**config.mk**
```make
export PLATFORM = sky130hd
export DESIGN_NAME = shape_sequencer
export DESIGN_NICKNAME = d
export VERILOG_FILES = /design/src/rtl/shape_sequencer.sv
export SDC_FILE = /design/constraint.sdc
export NUM_CORES = 1
export LEC_CHECK = 0
export CAP_MARGIN = 30
export CORE_ASPECT_RATIO = 0.7
export CORE_MARGIN = 10
export CORE_UTILIZATION = 43
export CTS_CLUSTER_DIAMETER = 50
export DETAILED_ROUTE_END_ITERATION = 8
export PLACE_DENSITY = 0.8
export SLEW_MARGIN = 20
export SYNTH_ARGS = -nofsm -noshare
export SYNTH_HDL_FRONTEND = slang
export SYNTH_SLANG_ARGS = --single-unit
```
**constraint.sdc**
```tcl
create_clock -name clk -period 4.5 [get_ports clk]
set_input_delay 0.9 -clock clk [delete_from_list [all_inputs] [get_ports clk]]
set_output_delay 0.9 -clock clk [all_outputs]
set_load 0.05 [all_outputs]
```
**src/rtl/shape_sequencer.sv**
```systemverilog
// Shape sequencer: accepts one draw opcode, holds it for the splitter, and walks
// output_sel through the shape's phases while handshaking with the rasterizer.
module shape_sequencer #(
    parameter int TIMEOUT_CYCLES = 1023,
    parameter int TO_W           = 10
) (
    input  logic        clk,
    input  logic        rst,
    input  logic        op_valid,
    output logic        op_ready,
    input  logic [3:0]  op_shape,
    input  logic [73:0] op_data,
    output logic [73:0] opdata,
    output logic [3:0]  output_sel,
    output logic        draw_start,
    input  logic        draw_done,
    output logic        busy,
    output logic        shape_done,
    output logic        err_shape,
    output logic        err_timeout
);
    // state  | meaning
    // IDLE   | waiting for an opcode, op_ready high
    // ISSUE  | one-cycle draw_start for the current phase
    // WAIT   | waiting for draw_done, timeout counter running
    // FINISH | one-cycle shape_done
    typedef enum logic [1:0] {
        S_IDLE   = 2'd0,
        S_ISSUE  = 2'd1,
        S_WAIT   = 2'd2,
        S_FINISH = 2'd3
    } state_t;

    localparam logic [3:0] SHAPE_LINE   = 4'b0000;
    localparam logic [3:0] SHAPE_TRI    = 4'b0001;
    localparam logic [3:0] SHAPE_CIRCLE = 4'b0010;

    localparam logic [3:0] SEL_LL1 = 4'b0000;
    localparam logic [3:0] SEL_TL1 = 4'b0001;
    localparam logic [3:0] SEL_CA1 = 4'b0100;

    localparam logic [TO_W-1:0] TO_LAST = TO_W'(TIMEOUT_CYCLES - 1);

    state_t          state, state_nx;
    logic [3:0]      shape_q;
    logic [1:0]      phase;
    logic [TO_W-1:0] to_cnt;
    logic            accept;
    logic            shape_ok;
    logic            last_phase;
    logic            timeout_hit;

    assign accept      = op_valid & op_ready;
    assign shape_ok    = (op_shape == SHAPE_LINE) || (op_shape == SHAPE_TRI) ||
                         (op_shape == SHAPE_CIRCLE);
    assign last_phase  = (shape_q == SHAPE_TRI) ? (phase == 2'd2) : 1'b1;
    // to_cnt is 0 on the first WAIT cycle, so this marks the last allowed one
    assign timeout_hit = (to_cnt == TO_LAST);

    always_ff @(posedge clk or posedge rst) begin
        if (rst) state <= S_IDLE;
        else     state <= state_nx;
    end

    always_comb begin
        state_nx = state;
        case (state)
            S_IDLE:   if (accept && shape_ok) state_nx = S_ISSUE;
            S_ISSUE:  state_nx = S_WAIT;
            S_WAIT: begin
                if (draw_done)        state_nx = last_phase ? S_FINISH : S_ISSUE;
                else if (timeout_hit) state_nx = S_IDLE;
            end
            S_FINISH: state_nx = S_IDLE;
            default:  state_nx = S_IDLE;
        endcase
    end

    always_comb begin
        op_ready   = 1'b0;
        busy       = 1'b1;
        draw_start = 1'b0;
        shape_done = 1'b0;
        case (state)
            S_IDLE: begin
                op_ready = 1'b1;
                busy     = 1'b0;
            end
            S_ISSUE:  draw_start = 1'b1;
            S_FINISH: shape_done = 1'b1;
            default:  ;
        endcase
    end

    always_ff @(posedge clk or posedge rst) begin
        if (rst) begin
            opdata      <= '0;
            shape_q     <= '0;
            output_sel  <= SEL_LL1;
            phase       <= '0;
            to_cnt      <= '0;
            err_shape   <= 1'b0;
            err_timeout <= 1'b0;
        end else begin
            err_shape   <= (state == S_IDLE) && accept && !shape_ok;
            err_timeout <= (state == S_WAIT) && !draw_done && timeout_hit;
            case (state)
                S_IDLE: begin
                    if (accept) begin
                        opdata  <= op_data;
                        shape_q <= op_shape;
                        if (shape_ok) begin
                            phase <= '0;
                            case (op_shape)
                                SHAPE_TRI:    output_sel <= SEL_TL1;
                                SHAPE_CIRCLE: output_sel <= SEL_CA1;
                                default:      output_sel <= SEL_LL1;
                            endcase
                        end
                    end
                end
                S_ISSUE: to_cnt <= '0;
                S_WAIT: begin
                    to_cnt <= to_cnt + TO_W'(1);
                    // triangle phase codes are consecutive, so advance by one
                    if (draw_done && !last_phase) begin
                        phase      <= phase + 2'd1;
                        output_sel <= output_sel + 4'd1;
                    end
                end
                default: ;
            endcase
        end
    end
endmodule

```
Word level (Yosys, flattened, before mapping)
Index checks and enable logic that the tools add are counted.
- register bits: 98
- output and inout port bits: 84
- word-level logic and storage cells: 63
- add/subtract/negate cells: 3
- equality and inequality tests: 13
- muxes and demuxes: 20
- bitwise gates (word level): 1
- reductions and logical operators: 18
- operators by type and width (operator ; count):
    one-hot mux 10 bit (2 select lines) ; 1
    2-to-1 mux 2 bit ; 7
    2-to-1 mux 4 bit ; 3
    adder 10 x 1 -> 10 bit, second input constant ; 1
    == test 10 bit, second input constant ; 1
    == test 4 x 1 -> 1 bit, second input constant ; 2
    one-hot mux 2 bit (4 select lines) ; 1
    one-hot mux 4 bit (2 select lines) ; 1
    == test 2 bit, second input constant ; 3
    logical AND 1 bit ; 6
    inequality test 2 bit, second input constant ; 3
    one-hot mux 3 bit (2 select lines) ; 1
    2-to-1 mux 1 bit ; 5
    adder 4 x 1 -> 4 bit, second input constant ; 1
    == test 4 x 2 -> 1 bit, second input constant ; 1
    zero test 4 bit ; 1
    one-hot mux 2 bit (2 select lines) ; 1
    AND reduction 2 bit ; 2
    AND reduction 4 bit ; 1
    nonzero test 2 bit ; 2
    zero test 1 bit ; 3
    inequality test 3 bit, second input constant ; 1
    adder 2 x 1 -> 2 bit, second input constant ; 1
    == test 2 x 1 -> 1 bit, second input constant ; 1
    other kinds (4) ; 5

Longest topological paths before layout
Gate-level depths: netlist of run 1.
- word-level depth: 6
- gate-level depth with buffers: 8
- gate-level depth less buffers: 6

Worst setup path before layout of run 1
No wires, ideal clock.
- path kind: reg2reg
- start point: reg state[0]
- end point: reg output_sel[0]
- library setup time: 0.125 ns
- arrival: 2.232 ns
- path slack: 2.142 ns
- cell stages (with the launch flop): 8
- path buffers: 1
- period minus slack after synthesis: 2.358 ns
- cell sequence: dfrtp_1 > inv_1 > ha_1 > inv_1 > a21o_1 > and2_4 > buf_8 > mux2_4
- cells in the longest elaborated chain, start to end: 5
- elaborated cells on any way between the ends: 10
- those cells by class: 4 x eq/ne; 2 x mux; 1 x bitwise; 3 x reduce/logical
- ends and longest elaborated chain (item ; line ; text):
    start: declaration ; 44 ; state_t state, state_nx;
    start signal: assignment ; 62 ; else state <= state_nx;
    zero test 2 bit ; 84 ; case (state)
    2-to-1 mux 1 bit ; 84 ;
    net op_ready ; 10 ; output logic op_ready,
    bitwise AND 1 bit ; 53 ; assign accept = op_valid & op_ready;
    inequality test 2 bit (no source line) ; n/a ;
    AND reduction 4 bit (no source line) ; n/a ;
    end signal: assignment ; 128 ; output_sel <= output_sel + 4'd1;
    end: declaration ; 14 ; output logic [3:0] output_sel,
The timed path passes the listed nets, and every way through them passes these cells.
A chain may end at the register's enable or synchronous reset.

Worst setup path after layout of run 1
- start point: reg state[1]
- end point: out busy
- cells in the longest elaborated chain, start to end: 2
- ends and longest elaborated chain (item ; line ; text):
    zero test 2 bit ; 84 ;
    2-to-1 mux 1 bit ; 84 ;
    end: declaration ; 17 ; output logic busy,
No other way between the ends.

==> results of run 1 <==
[through the flow]
stage               total power (W)  instance area, sq um  hold slack, ps  util [%]
floorplan                   0.00361                  4050             471         -
global placement            0.00460                  5820             483      63.9
detailed placement          0.00468                  5840             492      64.2
CTS                         0.00552                  6160             507      67.7
global route                0.00571                  6160             513      67.7
finish                      0.00544                  6160             503      67.7
[logic make-up (layout without fill, tap and decap cells)]
kind of cell    Yosys count  count (layout)  synth area share [%]
mux                      83              83                  23.2
fa+ha+maj                 8               8                  2.47
xor+xnor                  2               2                 0.432
flops                    98              98                  60.5
buf+inv                  24             196                  2.78
compound gates           26              26                  4.42
simple gates             46              46                  6.24
[Yosys cell counts]
cell type and number:
a211oi_1 1, buf_2 9, o21ai_0 8, o311ai_0 1, nand4_1 2, o311ai_1 1
a21oi_1 3, a22o_1 1, mux2i_1 3, nor3b_1 1, or3b_4 1, inv_1 12
nor4_1 2, a2bb2oi_1 1, mux2_2 78, dfrtp_1 98, clkbuf_1 2, nand3_1 10
ha_1 8, o22ai_4 1, or3_1 2, o22ai_1 2, a31oi_1 3, and2_1 1
nor3_1 5, nand2b_1 1, nor2b_1 1, buf_8 1, nor4b_1 2, a21o_1 4
mux2_4 2, nand4bb_2 1, nor2_1 4, and2_4 1, nand2_1 12, xnor2_1 2
[final cells by class]
class | count | area share [%]
clock buffers | 11 | 3.94
clock inverters | 5 | 1.26
inverters | 12 | 0.771
multi-input cells | 165 | 24.3
flip-flops and latches | 98 | 39.8
well taps | 124 | 2.52
repair buffers | 168 | 27.5
[power breakdown]
part	total (W)	internal, W	switching, W	leakage, nW
sequential	0.00150	0.00128	0.000215	1.19
combinational	0.00313	0.00117	0.00195	1.26
clock	0.000812	0.000500	0.000312	0.156
[path summary, 6_finish.rpt]
path / depth (start not counted) / from / to
hold / removal: 1 / opdata[66]$_DFFE_PP0N_ / opdata[66]$_DFFE_PP0N_
max in group asynchronous: 3 / rst / opdata[23]$_DFFE_PP0N_
setup / recovery: 4 / state[1]$_DFFE_PP0P_ / busy
hold reg to reg: 1 / opdata[66]$_DFFE_PP0N_ / opdata[66]$_DFFE_PP0N_
min in group asynchronous: 2 / rst / opdata[18]$_DFFE_PP0N_
setup reg to reg: 6 / state[0]$_DFFE_PP0P_ / phase[1]$_DFFE_PP0P_
[sequential cells by signal (all words and copies together), names as in the netlist]
| name | count |
|---|---|
| err_shape | 1 |
| shape_q | 4 |
| output_sel | 4 |
| to_cnt | 10 |
| opdata | 74 |
| phase | 2 |
| err_timeout | 1 |
| state | 2 |
[routing by layer]
metal  track usage [%]  vias up  part of all wire, %
li1                  -     1353                    -
met2              25.4      104                   50
met3              8.41       14                   12
met5                 0        -                    0
met4              5.47        0                  1.5
met1              16.6     1429                   37
==> summary.md, run 1 <==
| Metric | Value |
|---|---|
| Status | finished clean |
| Mapped Area | 0.00405 sq mm |
| Syn Nets | 377 |
| Die width | 136 um |
| Fin crit period | 3040 ps |
| Final worst slack | 1460 ps |
| CP Capture Type | output pin |
| PostCTS Resize Cnt | 0 |
| Crit-path slowest cell | clkdlybuf4s50_1 |
| CTS hold repair buffers | 0 |
| Layout cell share with drive strength beyond 1 | 22.7% |
| Max-slew headroom | 54.4% |
| Pleak | 2.60 nW |
| Final hold vios | 0 |
| ANT nets after route | 0 |
| Io pins | 166 |
| DR vias/cell | 4.97 |
| Row Count | 29 |
| Final net count | 544 |
| RSZ-0062 raised after global routing | no |
| Fin cells | 583 |
| Commonest non-fill, non-tap cell in the layout | clkdlybuf4s50_1 |
| CP Max Fanout | 5 |
| Setup crit start kind | register |
| TritonCTS clock tree | done |
| DR DRC count | 0 |
| Mapped Avg Cell Area | 14.1 sq um |
| Worst-case vdd ir drop | 0.000567 V |
| Max-Cap Viols | 0 |
| Most frequent cells in the layout | 165 x clkdlybuf4s50_1, 98 x dfrtp_1, 78 x mux2_2, 11 x nand2_1, 11 x inv_1 |
| Total track usage | 15.4% |
| Number of global-route vias before repair | 3,211 |
| Final setup viols | 0 |
| Pwr dens | 882 mW/mm^2 |
| TritonCTS Buffers | 9 |
| I/O Buffers | 165 |
| Crit path buf inv count | 3 |
| Final period utilization | 67.6% |
| Antenna diode count | 0 |
| Largest stage delay, worst path | 850 ps |
| Dpl cells | 567 |
| Worst R2R Setup Slack | 2340 ps |
| DR vias | 2,900 |
| Total iterations of the first detailed-routing run | 4 |
| RePlAce Congestion | 0.781 |
| Clk sink count | 98 |
| Cells along the critical path | inv_1, ha_1, inv_1, clkdlybuf4s50_1 |
| Critical Path Most Common Cell | inv_1 |
| Crit path DAT | 2140 ps |
| Filler cell count | 694 |
| DR WL/cell | 18.2 um |
| Hold/Removal Path Class | register to register |
| Top cell type by total area after synthesis | dfrtp_1 |
| Clock root buffer | clkbuf_16 |
| WL final | 10.6 mm |
| Htree depth | 3 |
| Largest net degree at the start of global routing | 55 |
| First-pass GRT wire length | 16.8 mm |
| Core Region | 0.00911 sq mm |
| Max frequency | 329 MHz |
| Worst-path clk slew | 60 ps |
| Yosys cell types | 36 |
| Data required time of the worst path | 3600 ps |
| DP HPWL | 8.12 mm |
| Top cells by area, synth | dfrtp_1 61%, mux2_2 22%, ha_1 2.5% |
| Clock buffer depth | 2 |
| Area Growth Syn to Fin | 52.1% |
| Global route total overflow | 0 |
| Die area | 0.0138 sq mm |
| Setup tns final | 0 ps |
| Synth warn | 0 |
| Crit-path leading delay family | buffers and inverters |
| Multi-input gate area | 0.00150 sq mm |
| Synth Instances | 287 |
| Clk_skew | 4.73 ps |
| Clk_lat worst skew | 340 ps |
| Initial antenna violation count | 0 |
| Synth Register Bits | 98 |
| Initial Util | 44.5% |
| Starting DRT DRC Count | 103 |
| Die H | 101 um |
| Final-report max-slew violation count | 0 |
| DP Worst Slack | 1830 ps |
| WS Path Type | register to output pin |
| Setup bufs post-CTS | 0 |
| FF+latch area | 0.00245 sq mm |
| Seq/Total Area, Yosys | 60.5% |
| Post-synth top area share | 60.5% |
| Worst slew pin tran | 684 ps |
(Power assumes the default switching activity.)
==> run 2: changes to the inputs <==
--- a/config.mk
+++ b/config.mk
@@ -8,10 +8,10 @@
 export CAP_MARGIN = 30
 export CORE_ASPECT_RATIO = 0.7
 export CORE_MARGIN = 10
-export CORE_UTILIZATION = 43
+export CORE_UTILIZATION = 39
 export CTS_CLUSTER_DIAMETER = 50
 export DETAILED_ROUTE_END_ITERATION = 8
-export PLACE_DENSITY = 0.8
+export PLACE_DENSITY = 0.77
 export SLEW_MARGIN = 20
 export SYNTH_ARGS = -nofsm -noshare
 export SYNTH_HDL_FRONTEND = slang
==> constraint.sdc (replaced) <==
create_clock -name clk -period 2.55 [get_ports clk]
set_input_delay 0.51 -clock clk [delete_from_list [all_inputs] [get_ports clk]]
set_output_delay 0.51 -clock clk [all_outputs]
set_load 0.05 [all_outputs]
==> summary.md, run 2 (synthesis results as in run 1) <==
| Metric | Value |
|---|---|
| Number of global-route vias before repair | 3,184 (-0.84%) |
| Total track usage | 14.0% (-1.4 points) |
| Htree depth | 3 (unchanged) |
| TritonCTS Buffers | 9 (unchanged) |
| WS Path Type | register to output pin |
| Pwr dens | 1540 mW/mm^2 (+75%) |
| Global route total overflow | 0 (unchanged) |
| First-pass GRT wire length | 16.9 mm (+0.54%) |
| Area Growth Syn to Fin | 52.3% |
| Data required time of the worst path | 2040 ps (-1560 ps) |
| Worst slew pin tran | 540 ps (-145 ps) |
| ANT nets after route | 0 (unchanged) |
| Total iterations of the first detailed-routing run | 4 (unchanged) |
| Clock buffer depth | 2 (unchanged) |
| Internal power | 0.00513 W (+74%) |
| Max-slew headroom | 63.9% (+9.5 points) |
| Sw power | 0.00439 W (+77%) |
| Core Region | 0.0102 sq mm (+12%) |
| WHS | 503 ps (-0.715 ps) |
| Crit-path leading delay family | buffers and inverters |
| Clk_lat worst skew | 340 ps (about the same) |
| Setup bufs post-CTS | 0 (unchanged) |
| CP endpoint | draw_start |
| Crit path DAT | 1820 ps (-320 ps) |
| Die area | 0.0149 sq mm (+8.4%) |
| DR vias | 2,861 (-1.3%) |
| Largest net degree at the start of global routing | 99 (+80%) |
| Max reg flops | 74 (unchanged) |
| Clock power share | 14.3% (-0.6 points) |
| RePlAce Congestion | 0.715 (-8.5%) |
| TritonCTS clock tree | done |
| Status | finished clean |
| WL final | 10.3 mm (-2.5%) |
| Levels on crit path | 3 (-1) |
| Final-report max-slew violation count | 0 (unchanged) |
| CTS hold repair buffers | 0 (unchanged) |
| Layout cell share with drive strength beyond 1 | 23.0% (+0.39 points) |
| Starting DRT DRC Count | 100 (-2.9%) |
| Worst R2R Setup Slack | 590 ps (-1750 ps) |
| Io pins | 166 (unchanged) |
| Commonest non-fill, non-tap cell in the layout | clkdlybuf4s50_1 |
| DP HPWL | 7.86 mm (-3.2%) |
| Die width | 142 um (+4.3%) |
| Switching Fraction | 46.1% (+0.50 points) |
| Clk_skew | 10.9 ps (+6.14 ps) |
| Initial antenna violation count | 0 (unchanged) |
| Pleak | 2.60 nW (about the same) |
| Top flop regs | opdata x74, to_cnt x10 |
| Clock root buffer | clkbuf_16 |
| Reg2Reg Depth | 6 (unchanged) |
| Final cell utilization of the core | 60.3% (-7.4 points) |
| CP Capture Type | output pin |
| Worst r2r src | state[0]$_DFFE_PP0P_ |
| Logic pwr share | 57.9% (+0.4 points) |
| Final hold vios | 0 (unchanged) |
| Max-Cap Viols | 0 (unchanged) |
| Fin crit period | 2330 ps |
| DR WL/cell | 17.5 um (-4.0%) |
| Hold/Removal Path Class | register to register |
| CP Max Fanout | 5 (unchanged) |
| Crit-path slowest cell | clkdlybuf4s50_1 |
| Final net count | 545 (+0.18%) |
| Max frequency | 429 MHz |
| Cells along the critical path | inv_1, ha_1, clkdlybuf4s50_1 |
| Seq pwr share | 27.8% (+0.3 points) |
| RSZ-0062 raised after global routing | no |
| DR DRC count | 0 (unchanged) |
| Final period utilization | 91.5% |
| Clk sink count | 98 (unchanged) |
| Setup tns final | 0 ps (unchanged) |
| Setup crit start kind | register |
| Initial Util | 39.6% (-4.9 points) |
| I/O Buffers | 165 (unchanged) |
| Reg-to-reg endpoint | output_sel[0]$_DFFE_PP0P_ |
| CP startpoint | state[1]$_DFFE_PP0P_ |
| Final setup viols | 0 (unchanged) |
| Antenna diode count | 0 (unchanged) |
| Crit path buf inv count | 2 (-1) |
| Most frequent cells in the layout | 163 x clkdlybuf4s50_1, 98 x dfrtp_1, 78 x mux2_2, 11 x nand2_1, 11 x inv_1 |
| Worst-path clk slew | 70 ps (about the same) |
| DR vias/cell | 4.83 (-2.8%) |
| Most flop-heavy register | opdata |
| Die H | 105 um (+4.0%) |
| Row Count | 31 (+6.9%) |
| Worst-case vdd ir drop | 0.000948 V (+67%) |
| Largest stage delay, worst path | 800 ps (-50 ps) |
run 2: cell types whose count changed in the layout (fill, tap and decap cells not counted), sizes merged:
| cell | delta |
|---|---|
| buf | +2 |
| clkdlybuf4s50 | -2 |
| clkinvlp | +2 |
| bufinv | -1 |
| clkinv | -1 |
| dlymetal6s2s | +1 |
run 2: metrics by stage:
step                      cell area (sq um)  total power, W  cells  worst slack [ps]
after floorplan                        4060         0.00638    287               192
after global placement                 5870         0.00813    576               394
after detailed placement               5870         0.00826    576               316
after CTS                              6170         0.00967    592              60.6
after global routing                   6170          0.0100    592               156
final                                  6170         0.00953    592               218
run 2: per-layer routing:
layer	vias to the layer above	track usage, %	routed length (um)
li1	1350	-	-
met1	1392	15.8	4340
met4	0	4.37	125
met5	-	0	0
met3	11	6.68	1010
met2	108	23.0	4860
run 2: worst min path at each step:
stage                                 from                     end  slack [ps]  cells after the start
floorplan           shape_q[0]$_DFFE_PP0N_  shape_q[0]$_DFFE_PP0N_         470                      1
global route        shape_q[0]$_DFFE_PP0N_  shape_q[0]$_DFFE_PP0N_         520                      1
detailed placement  opdata[10]$_DFFE_PP0N_  opdata[10]$_DFFE_PP0N_         490                      1
finish              opdata[10]$_DFFE_PP0N_  opdata[10]$_DFFE_PP0N_         500                      1
global placement    opdata[25]$_DFFE_PP0N_  opdata[25]$_DFFE_PP0N_         490                      1
CTS                 opdata[10]$_DFFE_PP0N_  opdata[10]$_DFFE_PP0N_         510                      1
run 2: power groups by stage:
stage	clock network [W]	logic (W)	registers, W
after CTS	0.00142	0.00559	0.00266
after floorplan	0	0.00153	0.00485
after global placement	0	0.00551	0.00262
after detailed placement	0	0.00557	0.00268
after global routing	0.00148	0.00579	0.00275
final	0.00137	0.00551	0.00265
run 2: layout make-up:
class	count	area, sq um
timing repair buffer	169	1710
tap	132	165
sequential	98	2450
inverter	12	48.8
clock buffer	11	243
clock inverter	5	62.6
multi-input combinational	165	1500
fill	823	4070
run 2: timing repair:
| action | in CTS | in global routing |
|---|---|---|
| hold endpoints to repair | 0 | 0 |
| endpoints found under the setup margin | 0 | 1 |
| resized for setup | 0 | 1 |
